[config.mk]
export PLATFORM = sky130hd
export DESIGN_NAME = segment_locator_flat
export DESIGN_NICKNAME = d
export VERILOG_FILES = /design/src/rtl/segment_locator_if.sv /design/src/rtl/segment_locator.sv /design/src/flat_wrapper.sv
export SDC_FILE = /design/constraint.sdc
export NUM_CORES = 1
export LEC_CHECK = 0
export CAP_MARGIN = 40
export CORE_ASPECT_RATIO = 0.8
export CORE_MARGIN = 3
export CORE_UTILIZATION = 49
export CTS_CLUSTER_SIZE = 25
export DETAILED_ROUTE_END_ITERATION = 6
export PLACE_DENSITY = 0.67
export SYNTH_ARGS = -nofsm -noshare
export SYNTH_HDL_FRONTEND = slang
export SYNTH_SLANG_ARGS = --single-unit
[constraint.sdc]
create_clock -name clk -period 7.7 [get_ports clk]
set_input_delay 2.31 -clock clk [delete_from_list [all_inputs] [get_ports clk]]
set_output_delay 2.31 -clock clk [all_outputs]
set_load 0.005 [all_outputs]
[src/rtl/segment_locator_if.sv]
// Sample/result stream bundle for segment_locator.
//
// Handshake rule for both directions: a transfer happens on the rising clk
// edge where valid and ready are both 1. The sender keeps valid and its data
// stable until that edge; ready may rise and fall freely and never waits on
// valid.
interface segment_locator_if #(
    parameter int xDW = 16,
    parameter int IW  = 3
);
    logic           in_valid;
    logic           in_ready;
    logic [xDW-1:0] x;
    logic           out_valid;
    logic           out_ready;
    logic [IW-1:0]  seg_idx;
    logic           below;
    logic           above;
    logic           sign;

    // Producer of samples / consumer of results.
    modport master (
        output in_valid, x, out_ready,
        input  in_ready, out_valid, seg_idx, below, above, sign
    );

    // The locator itself.
    modport slave (
        input  in_valid, x, out_ready,
        output in_ready, out_valid, seg_idx, below, above, sign
    );
endinterface

[src/rtl/segment_locator.sv]
// Sequential breakpoint locator: finds k with bp[k] <= |x| < bp[k+1] by a
// fixed-length binary search over a programmable table of NSEG+1 breakpoints.
// Flow: IDLE (accept) -> SEARCH (IW cycles) -> DONE (hold until taken).
module segment_locator #(
    parameter int xDW       = 16,
    parameter int NSEG      = 8,
    parameter int SIGNED_IN = 1,
    localparam int IW       = $clog2(NSEG),
    localparam int AW       = $clog2(NSEG + 1)
) (
    input  logic               clk,
    input  logic               rst_n,
    input  logic               en,
    segment_locator_if.slave   s,
    input  logic               cfg_we,
    input  logic [AW-1:0]      cfg_addr,
    input  logic [xDW-1:0]     cfg_data,
    output logic               cfg_ready,
    output logic [1:0]         dbg_state
);

    localparam int CW = (IW < 1) ? 1 : $clog2(IW + 1);
    localparam logic [xDW-1:0] MOST_NEG = {1'b1, {(xDW-1){1'b0}}};
    localparam logic [xDW-1:0] MOST_POS = {1'b0, {(xDW-1){1'b1}}};

    typedef enum logic [1:0] {
        IDLE   = 2'd0,
        SEARCH = 2'd1,
        DONE   = 2'd2
    } state_t;

    state_t         state, state_nxt;
    logic [xDW-1:0] bp [NSEG+1];
    logic [xDW-1:0] xabs, xabs_in;
    logic           sign_in, sign_q, below_q, above_q;
    logic [AW-1:0]  lo, hi, mid, lo_nxt, hi_nxt;
    logic [AW:0]    lo_hi_sum;
    logic [CW-1:0]  step;
    logic [IW-1:0]  seg_q;
    logic           in_ready_int, out_valid_int, cfg_ready_int;
    logic           accept, last_step;

    assign accept    = s.in_valid & in_ready_int;
    assign last_step = (step == CW'(IW - 1));

    // Magnitude of the incoming sample; the most negative code saturates.
    always_comb begin
        sign_in = 1'b0;
        xabs_in = s.x;
        if (SIGNED_IN != 0 && s.x[xDW-1]) begin
            sign_in = 1'b1;
            if (s.x == MOST_NEG) xabs_in = MOST_POS;
            else                 xabs_in = -s.x;
        end
    end

    // One binary-search step; once the window is a single segment it holds.
    always_comb begin
        lo_hi_sum = {1'b0, lo} + {1'b0, hi};
        mid       = AW'(lo_hi_sum >> 1);
        lo_nxt    = lo;
        hi_nxt    = hi;
        if ((hi - lo) > AW'(1)) begin
            if (xabs >= bp[mid]) lo_nxt = mid;
            else                 hi_nxt = mid;
        end
    end

    // FSM state register.
    always_ff @(posedge clk or negedge rst_n) begin
        if (!rst_n) state <= IDLE;
        else        state <= state_nxt;
    end

    // FSM next state and handshake outputs; en=0 forces IDLE from anywhere.
    always_comb begin
        state_nxt     = state;
        in_ready_int  = 1'b0;
        out_valid_int = 1'b0;
        cfg_ready_int = 1'b0;
        case (state)
            IDLE: begin
                in_ready_int  = en;
                cfg_ready_int = 1'b1;
                if (accept) state_nxt = SEARCH;
            end
            SEARCH: begin
                if (last_step) state_nxt = DONE;
            end
            DONE: begin
                out_valid_int = en;
                if (s.out_ready) state_nxt = IDLE;
            end
            default: state_nxt = IDLE;
        endcase
        if (!en) state_nxt = IDLE;
    end

    // Search datapath: capture at accept, narrow lo/hi, register the result.
    always_ff @(posedge clk or negedge rst_n) begin
        if (!rst_n) begin
            xabs    <= '0;
            sign_q  <= 1'b0;
            below_q <= 1'b0;
            above_q <= 1'b0;
            lo      <= '0;
            hi      <= '0;
            step    <= '0;
            seg_q   <= '0;
        end else if (!en) begin
            sign_q  <= 1'b0;
            below_q <= 1'b0;
            above_q <= 1'b0;
            seg_q   <= '0;
        end else begin
            case (state)
                IDLE: begin
                    if (accept) begin
                        xabs    <= xabs_in;
                        sign_q  <= sign_in;
                        below_q <= (xabs_in < bp[0]);
                        above_q <= (xabs_in >= bp[NSEG]);
                        lo      <= '0;
                        hi      <= AW'(NSEG);
                        step    <= '0;
                        seg_q   <= '0;
                    end
                end
                SEARCH: begin
                    lo   <= lo_nxt;
                    hi   <= hi_nxt;
                    step <= step + CW'(1);
                    if (last_step) begin
                        if (below_q)      seg_q <= '0;
                        else if (above_q) seg_q <= IW'(NSEG - 1);
                        else              seg_q <= lo_nxt[IW-1:0];
                    end
                end
                default: ;
            endcase
        end
    end

    // Breakpoint table; writes only land while the FSM is idle.
    always_ff @(posedge clk or negedge rst_n) begin
        if (!rst_n) begin
            for (int k = 0; k <= NSEG; k++) bp[k] <= '0;
        end else if (cfg_we && cfg_ready_int && (cfg_addr <= AW'(NSEG))) begin
            bp[cfg_addr] <= cfg_data;
        end
    end

    assign s.in_ready  = in_ready_int;
    assign s.out_valid = out_valid_int;
    assign s.seg_idx   = out_valid_int ? seg_q   : '0;
    assign s.below     = out_valid_int ? below_q : 1'b0;
    assign s.above     = out_valid_int ? above_q : 1'b0;
    assign s.sign      = out_valid_int ? sign_q  : 1'b0;
    assign cfg_ready   = cfg_ready_int;
    assign dbg_state   = state;

endmodule

[src/flat_wrapper.sv]
// flat-port wrapper written by rule: the top's interface ports become plain ports
module segment_locator_flat 
#(
    parameter int xDW       = 16,
    parameter int NSEG      = 8,
    parameter int SIGNED_IN = 1,
    localparam int IW       = $clog2(NSEG),
    localparam int AW       = $clog2(NSEG + 1)
)
  (clk, rst_n, en, cfg_we, cfg_addr, cfg_data, cfg_ready, dbg_state, s_in_valid, s_x, s_out_ready, s_in_ready, s_out_valid, s_seg_idx, s_below, s_above, s_sign);
  segment_locator_if #(.xDW(xDW), .IW(3)) s_i ();
  input  logic clk;
  input  logic rst_n;
  input  logic en;
  input  logic cfg_we;
  input  logic [AW-1:0] cfg_addr;
  input  logic [xDW-1:0] cfg_data;
  output logic cfg_ready;
  output logic [1:0] dbg_state;
  input wire logic [$bits(s_i.in_valid)-1:0] s_in_valid;
  input wire logic [$bits(s_i.x)-1:0] s_x;
  input wire logic [$bits(s_i.out_ready)-1:0] s_out_ready;
  output wire logic [$bits(s_i.in_ready)-1:0] s_in_ready;
  output wire logic [$bits(s_i.out_valid)-1:0] s_out_valid;
  output wire logic [$bits(s_i.seg_idx)-1:0] s_seg_idx;
  output wire logic [$bits(s_i.below)-1:0] s_below;
  output wire logic [$bits(s_i.above)-1:0] s_above;
  output wire logic [$bits(s_i.sign)-1:0] s_sign;
  assign s_i.in_valid = s_in_valid;
  assign s_i.x = s_x;
  assign s_i.out_ready = s_out_ready;
  assign s_in_ready = s_i.in_ready;
  assign s_out_valid = s_i.out_valid;
  assign s_seg_idx = s_i.seg_idx;
  assign s_below = s_i.below;
  assign s_above = s_i.above;
  assign s_sign = s_i.sign;
  segment_locator #(.xDW(xDW), .NSEG(NSEG), .SIGNED_IN(SIGNED_IN)) u_core (.clk(clk), .rst_n(rst_n), .en(en), .s(s_i), .cfg_we(cfg_we), .cfg_addr(cfg_addr), .cfg_data(cfg_data), .cfg_ready(cfg_ready), .dbg_state(dbg_state));
endmodule
==> flow_metrics.py <==
metrics = {
    "timing": {
        "setup_viol": 0,
        "fmax_mhz": 158,
        "final_hold_viol_count": 0,
        "final_max_slew_viol_count": 0,
        "fin_crit_ns": 6.32,
        "tns_ns": 0,
        "rsz0062_at_grt": "false",
        "maxSlewHeadroom_pct": 40.2,
        "finalClockSkew_ns": 0.0140,
        "period_share_pct": 82.0,
        "fin_ws_ns": 1.38,
        "tightest_slew_ns": 0.894,
    },
    "cts": {
        "clk_latency_ns": 0.43,
        "cts-buffers-inserted": 17,
        "cts.reportedPaths.clkPinSlew_ns": 0.07,
        "post_cts_buffers": 0,
        "tritoncts": "done",
        "cts_sinks": 178,
        "cts_max_level": 4,
        "cts-root-buf": "clkbuf_16",
        "post_cts_resized": 0,
        "cts_hold_buf": 0,
        "clk_path_buf_depth": 2,
    },
    "worst_setup_path": {
        "crit_chain": "clkdlybuf4s50_1 > nand2_1 > nor2_1 > and2_1 > clkdlybuf4s50_1",
        "critPathMaxStageDelay_ns": 0.61,
        "cp.arrival_ns": 4.01,
        "worstSetupEndpointType": "output port",
        "criticalPathCategory": "primary input to output port",
        "crit_top_cell": "clkdlybuf4s50_1",
        "worst-path-max-fanout": 8,
        "path_buf_inv": 2,
        "cp_slowest_cell": "clkdlybuf4s50_1",
        "critPathTopFamily": "buffers and inverters",
        "crit_path_start_kind": "primary input",
        "critical_path_required_ns": 5.39,
    },
    "grt": {
        "track_usage_pct": 22.4,
        "grt_first_pass_wirelength_microns": 39800,
        "grt.overflow.total": 0,
        "grt_max_degree": 86,
        "antenna_found_initial": 2,
        "grt_pass1_vias": 7147,
    },
    "routing": {
        "dr.pass1.iters": 5,
        "drt_wl_total_microns": 24300,
        "detail-route-antenna-nets": 0,
        "drt-initial-drc-count": 509,
        "viasPerCell": 5.80,
        "vias": 7262,
        "drcViolationCount": 0,
        "wl_per_cell_microns": 19.4,
    },
    "run": {
        "max_cap_viol_count": 0,
    },
    "floorplan": {
        "rows": 46,
        "die-area_sq_um": 22600,
        "core_area_sq_um": 20100,
        "die_h_microns": 135,
        "initial_core_util_pct": 50.8,
        "dieWidth_microns": 168,
        "io-pin-count": 53,
    },
    "finish": {
        "fin_area_sq_um": 11700,
        "area_delta_synth_final_pct": 14.4,
        "drive_above_1_share_pct": 22.8,
        "stdcell_count": 1251,
        "fin_nets": 1073,
    },
    "synth": {
        "syn_inst": 928,
        "yosysUniqueCellTypes": 62,
        "async_flop_share_pct": 100,
        "syn_area_per_cell_sq_um": 11.0,
        "ys_seq_area_share_pct": 43.6,
        "syn-num-nets": 1028,
        "ys_warn_count": 0,
        "synth-main-ff-cell": "dfrtp_1",
        "synth_edf_count": 0,
        "synth_seq_cells": 178,
        "synth_area_sq_um": 10200,
    },
    "power": {
        "leakage_nw": 5.14,
        "total_power_w": 0.00386,
        "ir_drop_mv": 0.228,
        "powerDensity_nw_per_um2": 330,
    },
    "placement": {
        "dp_hpwl_microns": 17400,
        "place_area_sq_um": 11100,
        "place_ws_ns": 1.36,
        "port_buffers": 52,
        "place.gp.congestion": 0.898,
        "dpl.cell_count": 1218,
    },
    "status": {
        "outcome": "finished clean",
    },
    "hold_path": {
        "holdCritPathClass": "flop to flop",
    },
}
tightest hold or removal path, delay by kind of cell (launching register included):
| family | cells | cell delay (ns) |
|---|---|---|
| AOI/OAI and AO/OA | 1 | 0.06 |
| DFF | 1 | 0.35 |
| and+or+nand+nor | 1 | 0.05 |
routing by layer:
layer	wire length (microns)	GRT usage, %	vias up
met4	210	4.77	2
li1	-	-	3457
met1	11800	33.3	3617
met3	1100	3.82	20
met5	7	0	-
met2	11200	34.8	166
layout by cell type, fill, tap and decap left out, types with 4 or more instances in the layout:
cell type,count
nand4_1,8
buf_8,5
ha_1,57
o211ai_1,6
nand2_1,95
dfrtp_1,178
and2_1,7
nand2b_1,35
o2111ai_1,6
a31oi_1,13
mux2i_1,10
mux4_2,22
nand3_1,6
clkbuf_16,17
clkdlybuf4s50_1,51
inv_6,4
o21ai_0,46
nand3b_1,5
mux2_2,132
xor2_1,12
nor4_1,4
o22ai_1,4
a21o_1,11
nor3_1,10
nor2b_1,7
a21oi_1,57
buf_4,13
o31ai_1,8
a22o_1,12
a22oi_1,6
inv_1,41
nor2_1,34
cells in the mapped netlist (4+ instances only):
library cell	instances	area share [%]
a22oi_1	6	0.44
nand3b_1	5	0.37
nand4_1	8	0.49
buf_2	6	0.29
a22o_1	12	1.0
o2111ai_1	6	0.51
inv_1	41	1.5
nor2_1	34	1.2
nor2b_1	7	0.43
mux4_2	22	4.8
nor4_1	4	0.24
and2_1	7	0.43
o21ai_0	46	2.3
mux2_2	132	15
a31oi_1	13	0.80
o211ai_1	6	0.44
xor2_1	12	1.0
a21oi_1	58	2.8
nand3_1	6	0.29
clkbuf_1	28	1.0
a21o_1	11	0.81
nand2_1	95	3.5
mux2i_1	10	0.98
nor3_1	10	0.49
dfrtp_1	178	44
ha_1	57	7.0
o22ai_1	4	0.24
buf_6	6	0.66
nand2b_1	35	2.1
o31ai_1	8	0.59
power by group:
| part | switching [W] | total, W | internal, W |
|---|---|---|---|
| combinational | 0.000856 | 0.00161 | 0.000758 |
| sequential | 0.000165 | 0.00135 | 0.00118 |
| clock | 0.000410 | 0.000905 | 0.000495 |
registers in the layout, indices dropped and copies added, names as in the netlist, 2 cells and up:
| signal | cells |
|---|---|
| u_core.seg_q | 3 |
| u_core.xabs | 16 |
| u_core.step | 2 |
| u_core.dbg_state | 2 |
| u_core.lo | 4 |
| u_core.hi | 4 |
| u_core.bp | 144 |
stage by stage:
step                hold slack [ns]  util (%)
floorplan                     0.440         -
global placement              0.465      54.4
detailed placement            0.473      55.0
CTS                           0.491      58.0
global route                  0.508      58.0
finish                        0.491      58.1
layout make-up:
cell class / instances / area (sq um)
Clock buffer: 17 / 425
Multi-Input combinational cell: 664 / 5410
Tap cell: 264 / 330
Timing Repair Buffer: 71 / 722
Antenna cell: 1 / 2.50
Fill cell: 1728 / 8450
Sequential cell: 178 / 4450
Inverter: 41 / 154
Clock inverter: 15 / 193
worst paths after layout:
check	startpoint	endpoint	slack, ns	cells after the start
setup reg to reg	u_core.lo[1]	u_core.hi[2]	2.56	16
hold / removal	u_core.step[1]	u_core.step[1]	0.49	2
setup / recovery	en	s_sign	1.38	5
max in group asynchronous	rst_n	u_core.bp[116]	4.49	2
hold reg to reg	u_core.step[1]	u_core.step[1]	0.49	2
min in group asynchronous	rst_n	u_core.bp[96]	1.91	1
cells by family (layout without fill, tap and decap cells):
logic type	count (synthesis)	after routing	share of synthesized area, %
compound gates	192	192	11.9
xor+xnor	18	18	1.76
fa+ha+maj	58	58	7.17
buf+inv	86	144	3.78
flops	178	178	43.6
mux	164	164	20.4
other cells	0	1	0
simple gates	232	232	11.5
Power figures use the tool's default switching activity.
